File: src/rtl/event_stretcher.sv
// Stretches short event requests into long, human-visible pulses separated by a
// guaranteed low gap, queueing up to MAX_PENDING further events while a pulse runs.
module event_stretcher #(
   parameter int ON_LIMIT    = 2500000,
   parameter int OFF_LIMIT   = 1250000,
   parameter int MAX_PENDING = 3
) (
   input  logic i_Clk,
   input  logic i_Rst_L,
   input  logic i_Event,
   output logic o_Stretched,
   output logic o_Busy,
   output logic o_Overflow
);

   localparam int CNT_MAX = (ON_LIMIT > OFF_LIMIT) ? ON_LIMIT : OFF_LIMIT;
   localparam int CNT_W   = $clog2(CNT_MAX + 1);
   localparam int PEND_W  = $clog2(MAX_PENDING + 1);

   localparam logic [1:0] ST_IDLE = 2'd0;
   localparam logic [1:0] ST_ON   = 2'd1;
   localparam logic [1:0] ST_OFF  = 2'd2;

   localparam logic [CNT_W-1:0]  ON_LAST  = CNT_W'(ON_LIMIT - 1);
   localparam logic [CNT_W-1:0]  OFF_LAST = CNT_W'(OFF_LIMIT - 1);
   localparam logic [PEND_W-1:0] PEND_MAX = PEND_W'(MAX_PENDING);

   logic [1:0]        r_state;
   logic [CNT_W-1:0]  r_cnt;
   logic [PEND_W-1:0] r_pend;
   logic              r_prev_event;

   logic              w_event;
   logic              w_pend_full;
   logic [PEND_W:0]   w_eff_pend;
   logic [PEND_W:0]   w_eff_minus1;

   assign w_event      = i_Event & ~r_prev_event;
   assign w_pend_full  = (r_pend == PEND_MAX);
   // One extra bit: a stored full count plus a last-cycle event can exceed MAX_PENDING.
   assign w_eff_pend   = {1'b0, r_pend} + {{PEND_W{1'b0}}, w_event};
   assign w_eff_minus1 = w_eff_pend - {{PEND_W{1'b0}}, 1'b1};

   // State machine, counters and registered outputs.
   always_ff @(posedge i_Clk) begin
      if (!i_Rst_L) begin
         r_state      <= ST_IDLE;
         r_cnt        <= '0;
         r_pend       <= '0;
         r_prev_event <= 1'b0;
         o_Stretched  <= 1'b0;
         o_Busy       <= 1'b0;
         o_Overflow   <= 1'b0;
      end else begin
         r_prev_event <= i_Event;
         o_Overflow   <= 1'b0;
         case (r_state)
            ST_IDLE: begin
               if (w_event) begin
                  r_state     <= ST_ON;
                  r_cnt       <= '0;
                  r_pend      <= '0;
                  o_Stretched <= 1'b1;
                  o_Busy      <= 1'b1;
               end else begin
                  o_Stretched <= 1'b0;
                  o_Busy      <= 1'b0;
               end
            end
            ST_ON: begin
               if (w_event) begin
                  if (w_pend_full) begin
                     o_Overflow <= 1'b1;
                  end else begin
                     r_pend <= r_pend + PEND_W'(1);
                  end
               end
               if (r_cnt == ON_LAST) begin
                  r_state     <= ST_OFF;
                  r_cnt       <= '0;
                  o_Stretched <= 1'b0;
               end else begin
                  r_cnt       <= r_cnt + CNT_W'(1);
                  o_Stretched <= 1'b1;
               end
               o_Busy <= 1'b1;
            end
            ST_OFF: begin
               if (r_cnt == OFF_LAST) begin
                  // An event in this final cycle joins the queue instead of being dropped.
                  r_cnt <= '0;
                  if (w_eff_pend != '0) begin
                     r_state     <= ST_ON;
                     r_pend      <= w_eff_minus1[PEND_W-1:0];
                     o_Stretched <= 1'b1;
                     o_Busy      <= 1'b1;
                  end else begin
                     r_state     <= ST_IDLE;
                     r_pend      <= '0;
                     o_Stretched <= 1'b0;
                     o_Busy      <= 1'b0;
                  end
               end else begin
                  if (w_event) begin
                     if (w_pend_full) begin
                        o_Overflow <= 1'b1;
                     end else begin
                        r_pend <= r_pend + PEND_W'(1);
                     end
                  end
                  r_cnt       <= r_cnt + CNT_W'(1);
                  o_Stretched <= 1'b0;
                  o_Busy      <= 1'b1;
               end
            end
            default: begin
               r_state     <= ST_IDLE;
               r_cnt       <= '0;
               r_pend      <= '0;
               o_Stretched <= 1'b0;
               o_Busy      <= 1'b0;
            end
         endcase
      end
   end

endmodule
File: config.mk
export PLATFORM = sky130hd
export DESIGN_NAME = event_stretcher
export DESIGN_NICKNAME = d
export VERILOG_FILES = /design/src/rtl/event_stretcher.sv
export SDC_FILE = /design/constraint.sdc
export NUM_CORES = 1
export LEC_CHECK = 0
export CORE_ASPECT_RATIO = 0.7
export CORE_MARGIN = 1
export CORE_UTILIZATION = 45
export CTS_CLUSTER_SIZE = 40
export DETAILED_ROUTE_END_ITERATION = 12
export GPL_ROUTABILITY_DRIVEN = 0
export PLACE_DENSITY = 0.74
export SLEW_MARGIN = 40
export SYNTH_ARGS = -nofsm -noshare
export SYNTH_HDL_FRONTEND = slang
export SYNTH_SLANG_ARGS = --single-unit
File: constraint.sdc
create_clock -name i_Clk -period 3.7 [get_ports i_Clk]
set_input_delay 0.74 -clock i_Clk [delete_from_list [all_inputs] [get_ports i_Clk]]
set_output_delay 0.74 -clock i_Clk [all_outputs]
set_load 0.05 [all_outputs]
# Word level (Yosys, flattened, before mapping)
# Cells that the tools add are included.
[word_totals]
in_bits = 3
mem_bits_rw = 0
romBits = 0
latchBits = 0
reg_bits = 30
memories = 0
output_inout_bits = 3
[classes]
eq_ne = 8
n_bitwise = 2
multipliers = 0
div = 0
shift = 0
n_mux = 26
order_cmp = 0
n_reduce_logical = 3
addsub = 4
[op_table]
columns = ["operator", "count"]
rows = [
  ["22-bit 2-to-1 mux", 3],
  ["22-bit one-hot mux with 3 select lines", 1],
  ["22-bit by 1-bit adder with 22-bit output, second input constant", 1],
  ["22-bit by 21-bit equality test with 1-bit output, second input constant", 1],
  ["22-bit equality test, second input constant", 1],
  ["2-bit 2-to-1 mux", 8],
  ["2-bit one-hot mux with 3 select lines", 2],
  ["1-bit 2-to-1 mux", 9],
  ["2-bit != test, second input constant", 3],
  ["1-bit one-hot mux with 3 select lines", 2],
  ["2-bit equality test, second input constant", 2],
  ["2-bit by 1-bit adder with 3-bit output", 1],
  ["3-bit AND reduction", 1],
  ["3-bit nonzero test", 1],
  ["2-bit by 1-bit adder with 2-bit output, second input constant", 1],
  ["2-bit by 1-bit equality test with 1-bit output, second input constant", 1],
  ["2-bit zero test", 1],
  ["1-bit one-hot mux with 2 select lines", 1],
  ["2-bit by 1-bit subtractor with 2-bit output, second input constant", 1],
  ["1-bit AND", 1],
  ["1-bit inverter", 1],
]

# Longest topological paths before layout
[logic_depth]
word_depth = 7
mapped_depth = 11
mapped_depth_nobuf = 11

# Least setup slack after synthesis
# OpenSTA, ideal clock, no wires.
[synth_path]
path_kind = "flip-flop to flip-flop"
from = "register r_cnt[5]"
to = "register r_cnt[10]"
setup_time_ns = 0.114
synth_period_minus_slack_ns = 2.339
required_time_ns = 3.586
stages_incl_launch_ff = 8
path_buffers = 1
setup_slack_ns = 1.361
arrival_ns = 2.225
path_cell_list = "dfxtp_1 > or4b_1 > or4_4 > o31ai_2 > a21boi_2 > o21ai_4 > buf_6 > nor2_1"
[synth_between]
elab_chain_cells = 3
elab_cells_between_ends = 6
classes_between = "add/sub (1); eq/ne (2); mux (3)"
[synth_rtl]
columns = ["element", "line", "rtl"]
rows = [
  ["start: declaration", "29", "logic [CNT_W-1:0] r_cnt;"],
  ["start signal: assignment", "83", "r_cnt <= r_cnt + CNT_W'(1);"],
  ["start signal: assignment", "111", "r_cnt <= r_cnt + CNT_W'(1);"],
  ["22-bit by 1-bit adder with 22-bit output (tied with other cells)", "83, 111", ""],
  ["22-bit 2-to-1 mux (on tied branches)", "89, 78", ""],
  ["22-bit one-hot mux with 3 select lines *", "57", "case (r_state)"],
]
# Mark *: on every way between the ends. The rest lies on a longest branch, timed or not.
# A chain may end at the register's enable or synchronous reset.

# Worst setup path in the final report
[layout_path]
from = "input port i_Event"
to = "register r_pend[0]"
[layout_between]
elab_chain_cells = 6
elab_cells_between_ends = 9
classes_between = "add/sub (2); eq/ne (1); mux (4); bitwise (1); reduce/logical (1)"
[layout_rtl]
columns = ["element", "line", "rtl"]
rows = [
  ["start: declaration", "10", "input logic i_Event,"],
  ["1-bit AND *", "38", "assign w_event = i_Event & ~r_prev_event;"],
  ["2-bit by 1-bit adder with 3-bit output", "41", "assign w_eff_pend = {1'b0, r_pend} + {{PEND_W{1'b0}}, w_event};"],
  ["2-bit by 1-bit subtractor with 2-bit output or 3-bit nonzero test (tied branches)", "42, 92", ""],
  ["2-bit 2-to-1 mux", "92", "if (w_eff_pend != '0) begin"],
  ["2-bit 2-to-1 mux", "89", "if (r_cnt == OFF_LAST) begin"],
  ["2-bit one-hot mux with 3 select lines", "57", ""],
  ["end signal: assignment", "75", "r_pend <= r_pend + PEND_W'(1);"],
  ["end signal: assignment", "94", "r_pend <= w_eff_minus1[PEND_W-1:0];"],
  ["end signal: assignment", "108", "r_pend <= r_pend + PEND_W'(1);"],
  ["end: declaration", "30", "logic [PEND_W-1:0] r_pend;"],
]
# Marks and branches as above.

==> flow_summary.json <==
{
  "core_area_um2": 3254,
  "antenna_found_initial": 0,
  "fin_crit_sh": 0.7545,
  "grt_max_degree": 19,
  "critical_path_required_ns": 3.90,
  "hp-class": "register to register",
  "num_vias": 1322,
  "cts_resized": 0,
  "rows": 17,
  "wirelength_um": 3175,
  "dr.pass1.iters": 4,
  "drt_iter0_drc": 142,
  "critPathCaptureType": "register",
  "synth-seq-area-share": 0.3771,
  "cts_buffers": 5,
  "cpPeakStageDelay_ns": 0.41,
  "synth-compound-area-share": 0.1233,
  "hpwl_um": 2272,
  "crit_fanout": 6,
  "hold_start": "r_cnt[1]",
  "fin_crit_ns": 2.792,
  "first_global_vias": 1136,
  "synthesis.area_um2": 1593,
  "regArea_um2": 600.6,
  "start_kind": "primary input",
  "drv_cap": 0,
  "hold_violations": 0,
  "top_level_ports": 6,
  "synth_edf_count": 0,
  "yosys.cell_types.count": 42,
  "crit_buf_inv": 4,
  "hold_path_end": "r_cnt[1]",
  "synth_xor_area_frac": 0.09348,
  "slew_violations": 0,
  "crit_path_start": "i_Event",
  "stdcell_area_um2": 1774,
  "status": "complete, no violations",
  "critPathKind": "primary input to register",
  "synth_top_area_cell": "dfxtp_1",
  "diodes": 0,
  "ant_nets": 0,
  "relSlewSlack": 0.5373,
  "synth.area.mux_share": 0,
  "ctsHoldBuffers": 0,
  "drc": 0,
  "numClockSinks": 30,
  "die_w_um": 73.11,
  "clkLatencyLatePin_ns": 0.28,
  "grt_pass1_wl_um": 5575,
  "rsz0062_at_grt": "false",
  "syn_nets": 199,
  "start_util": 0.4894,
  "grt.total_usage": 0.1988,
  "crit_chain": "clkdlybuf4s50_1 > nand2b_1 > inv_1 > ha_1 > ha_1 > inv_1 > ha_1 > inv_1 > o21ai_0 > nor4_1 > nand2_1 > o211ai_1",
  "synth_top_family_by_area": "simple AND/OR/NAND/NOR gates",
  "clk_path_buf_depth": 2,
  "clock_skew_ns": 0.006650,
  "ys_warn_count": 0,
  "peakVddDrop_mv": 0.2393,
  "synthAdderAreaFrac": 0.06284,
  "critPathSlowestCell": "clkdlybuf4s50_1",
  "critPathTopFamily": "adder cells",
  "synth_area_leaders": "dfxtp_1, xor2_1, ha_1, nor2_1, nand2_1",
  "finalNetCount": 207,
  "synthArstFlopShare": 0,
  "r2r-end": "r_cnt[19]",
  "cts_setup_buffers": 0,
  "fill_cells": 303,
  "r2r_start": "r_cnt[5]",
  "area_growth_syn_to_layout_pct": 11.39,
  "synth_simple_gate_area_frac": 0.3079,
  "synthFlopType": "dfxtp_1",
  "min_path_cells": 2,
  "pwr_density_cell_nw_per_um2": 510.2,
  "cts_tree": "yes",
  "regToRegSetupSlack_ns": 1.02,
  "htreeDepth": 2,
  "worst_slew_pin_slew_ns": 0.6915,
  "clock-root-buffer": "clkbuf_8",
  "dieArea_um2": 3785,
  "finalSetupTns_ns": 0,
  "setup_violations": 0,
  "syn_avg_cell_area_um2": 8.472,
  "avgViaCountPerCell": 5.418,
  "synthCells": 188,
  "fmax_mhz": 358.2,
  "rr_worst_depth": 6,
  "p_leak_nw": 0.6315,
  "multiInputGateArea_um2": 935.9,
  "synth_seq_cells": 30,
  "drive_above_1_share": 0.08629,
  "placed_cell_area_um2": 1679,
  "clkTransAtPathRegs_ns": 0.07,
  "wire_per_inst_um": 13.01,
  "die_h_um": 51.78,
  "overflow": 0,
  "arrival_ns": 2.99,
  "io_buffers": 5,
  "yosysTopAreaCellShare": 0.3771,
  "worst_hold_slack_ns": 0.4856
}
[power breakdown]
part           total [mW]  internal, mW  switching (mW)
clock               0.276         0.149           0.126
combinational       0.273        0.0909           0.182
sequential          0.356         0.344          0.0129
[cells by family (layout without fill, tap and decap cells)]
group | count (synthesis) | count (layout)
compound gates | 25 | 25
xor+xnor | 17 | 17
buf+inv | 13 | 22
flops | 30 | 30
simple gates | 95 | 95
fa+ha+maj | 8 | 8
[synthesized netlist by cell type, types with 2 or more instances]
library cell and count:
o21ai_0 4, xnor2_1 5, nor3_1 2, and3_2 2, nand2_1 22, nand4_1 5
clkbuf_1 3, and2_1 2, a31oi_1 2, nand3_1 16, xor2_1 12, nor2_1 24
and3_1 6, nand2b_1 4, a21boi_0 2, ha_1 8, a21oi_1 6, nor4b_1 2
dfxtp_1 30, inv_1 9
[flip-flops by register name (all words and copies together), names as in the netlist]
signal / flops
o_Stretched: 1
o_Overflow: 1
o_Busy: 1
r_cnt: 22
r_state: 2
r_prev_event: 1
r_pend: 2
[worst reg2reg max path, cell delays in order (launching register included)]
cell and delay (ns):
dfxtp_1 0.33, or4b_1 0.54, or4_4 0.54, o31ai_2 0.38
a21boi_2 0.20, o21ai_4 0.46, nor2_1 0.10
[placed cells by master, fill, tap and decap left out, types with 6 or more instances in the layout]
| cell type | Yosys | routed |
|---|---|---|
| dfxtp_1 | 30 | 30 |
| nor2_1 | 24 | 24 |
| nand2_1 | 22 | 22 |
| nand3_1 | 16 | 16 |
| xor2_1 | 12 | 12 |
| inv_1 | 9 | 9 |
| ha_1 | 8 | 8 |
| a21oi_1 | 6 | 6 |
| and3_1 | 6 | 6 |
| clkbuf_8 | 0 | 6 |
[per-stage QoR]
step | instances | util | worst slack (ns) | power (mW)
after floorplan | 188 | - | 1.361 | 0.5714
after global placement | 236 | 0.5160 | 0.8326 | 0.6373
after detailed placement | 236 | 0.5160 | 0.6944 | 0.6333
after CTS | 244 | 0.5452 | 0.9612 | 0.9104
after global routing | 244 | 0.5452 | 0.7088 | 0.9618
final | 244 | 0.5452 | 0.9083 | 0.9053
[layer usage]
metal / track usage / vias up / share of wire
met3: 0.06008 / 8 / 0.046
li1: - / 675 / -
met1: 0.3038 / 592 / 0.55
met2: 0.2469 / 47 / 0.39
met4: 0.08497 / 0 / 0.016
met5: 0 / - / 0
[worst max path at each step]
stage / cells past startpoint / slack, ns / end
2_1_floorplan: 7 / 1.36 / r_cnt[10]
3_3_place_gp: 12 / 0.83 / r_pend[0]
3_5_place_dp: 12 / 0.69 / r_pend[0]
4_1_cts: 12 / 0.96 / r_pend[0]
5_1_grt: 12 / 0.71 / r_pend[0]
6_report: 12 / 0.91 / r_pend[0]
[final cells by class]
type | count | area share
Tap cell | 47 | 0.03315
Clock buffer | 6 | 0.04654
Multi-Input combinational cell | 145 | 0.5275
Clock inverter | 2 | 0.007052
Timing Repair Buffer | 5 | 0.02821
Inverter | 9 | 0.01904
Sequential cell | 30 | 0.3385
Note: power is estimated with default switching activity, not from simulation.
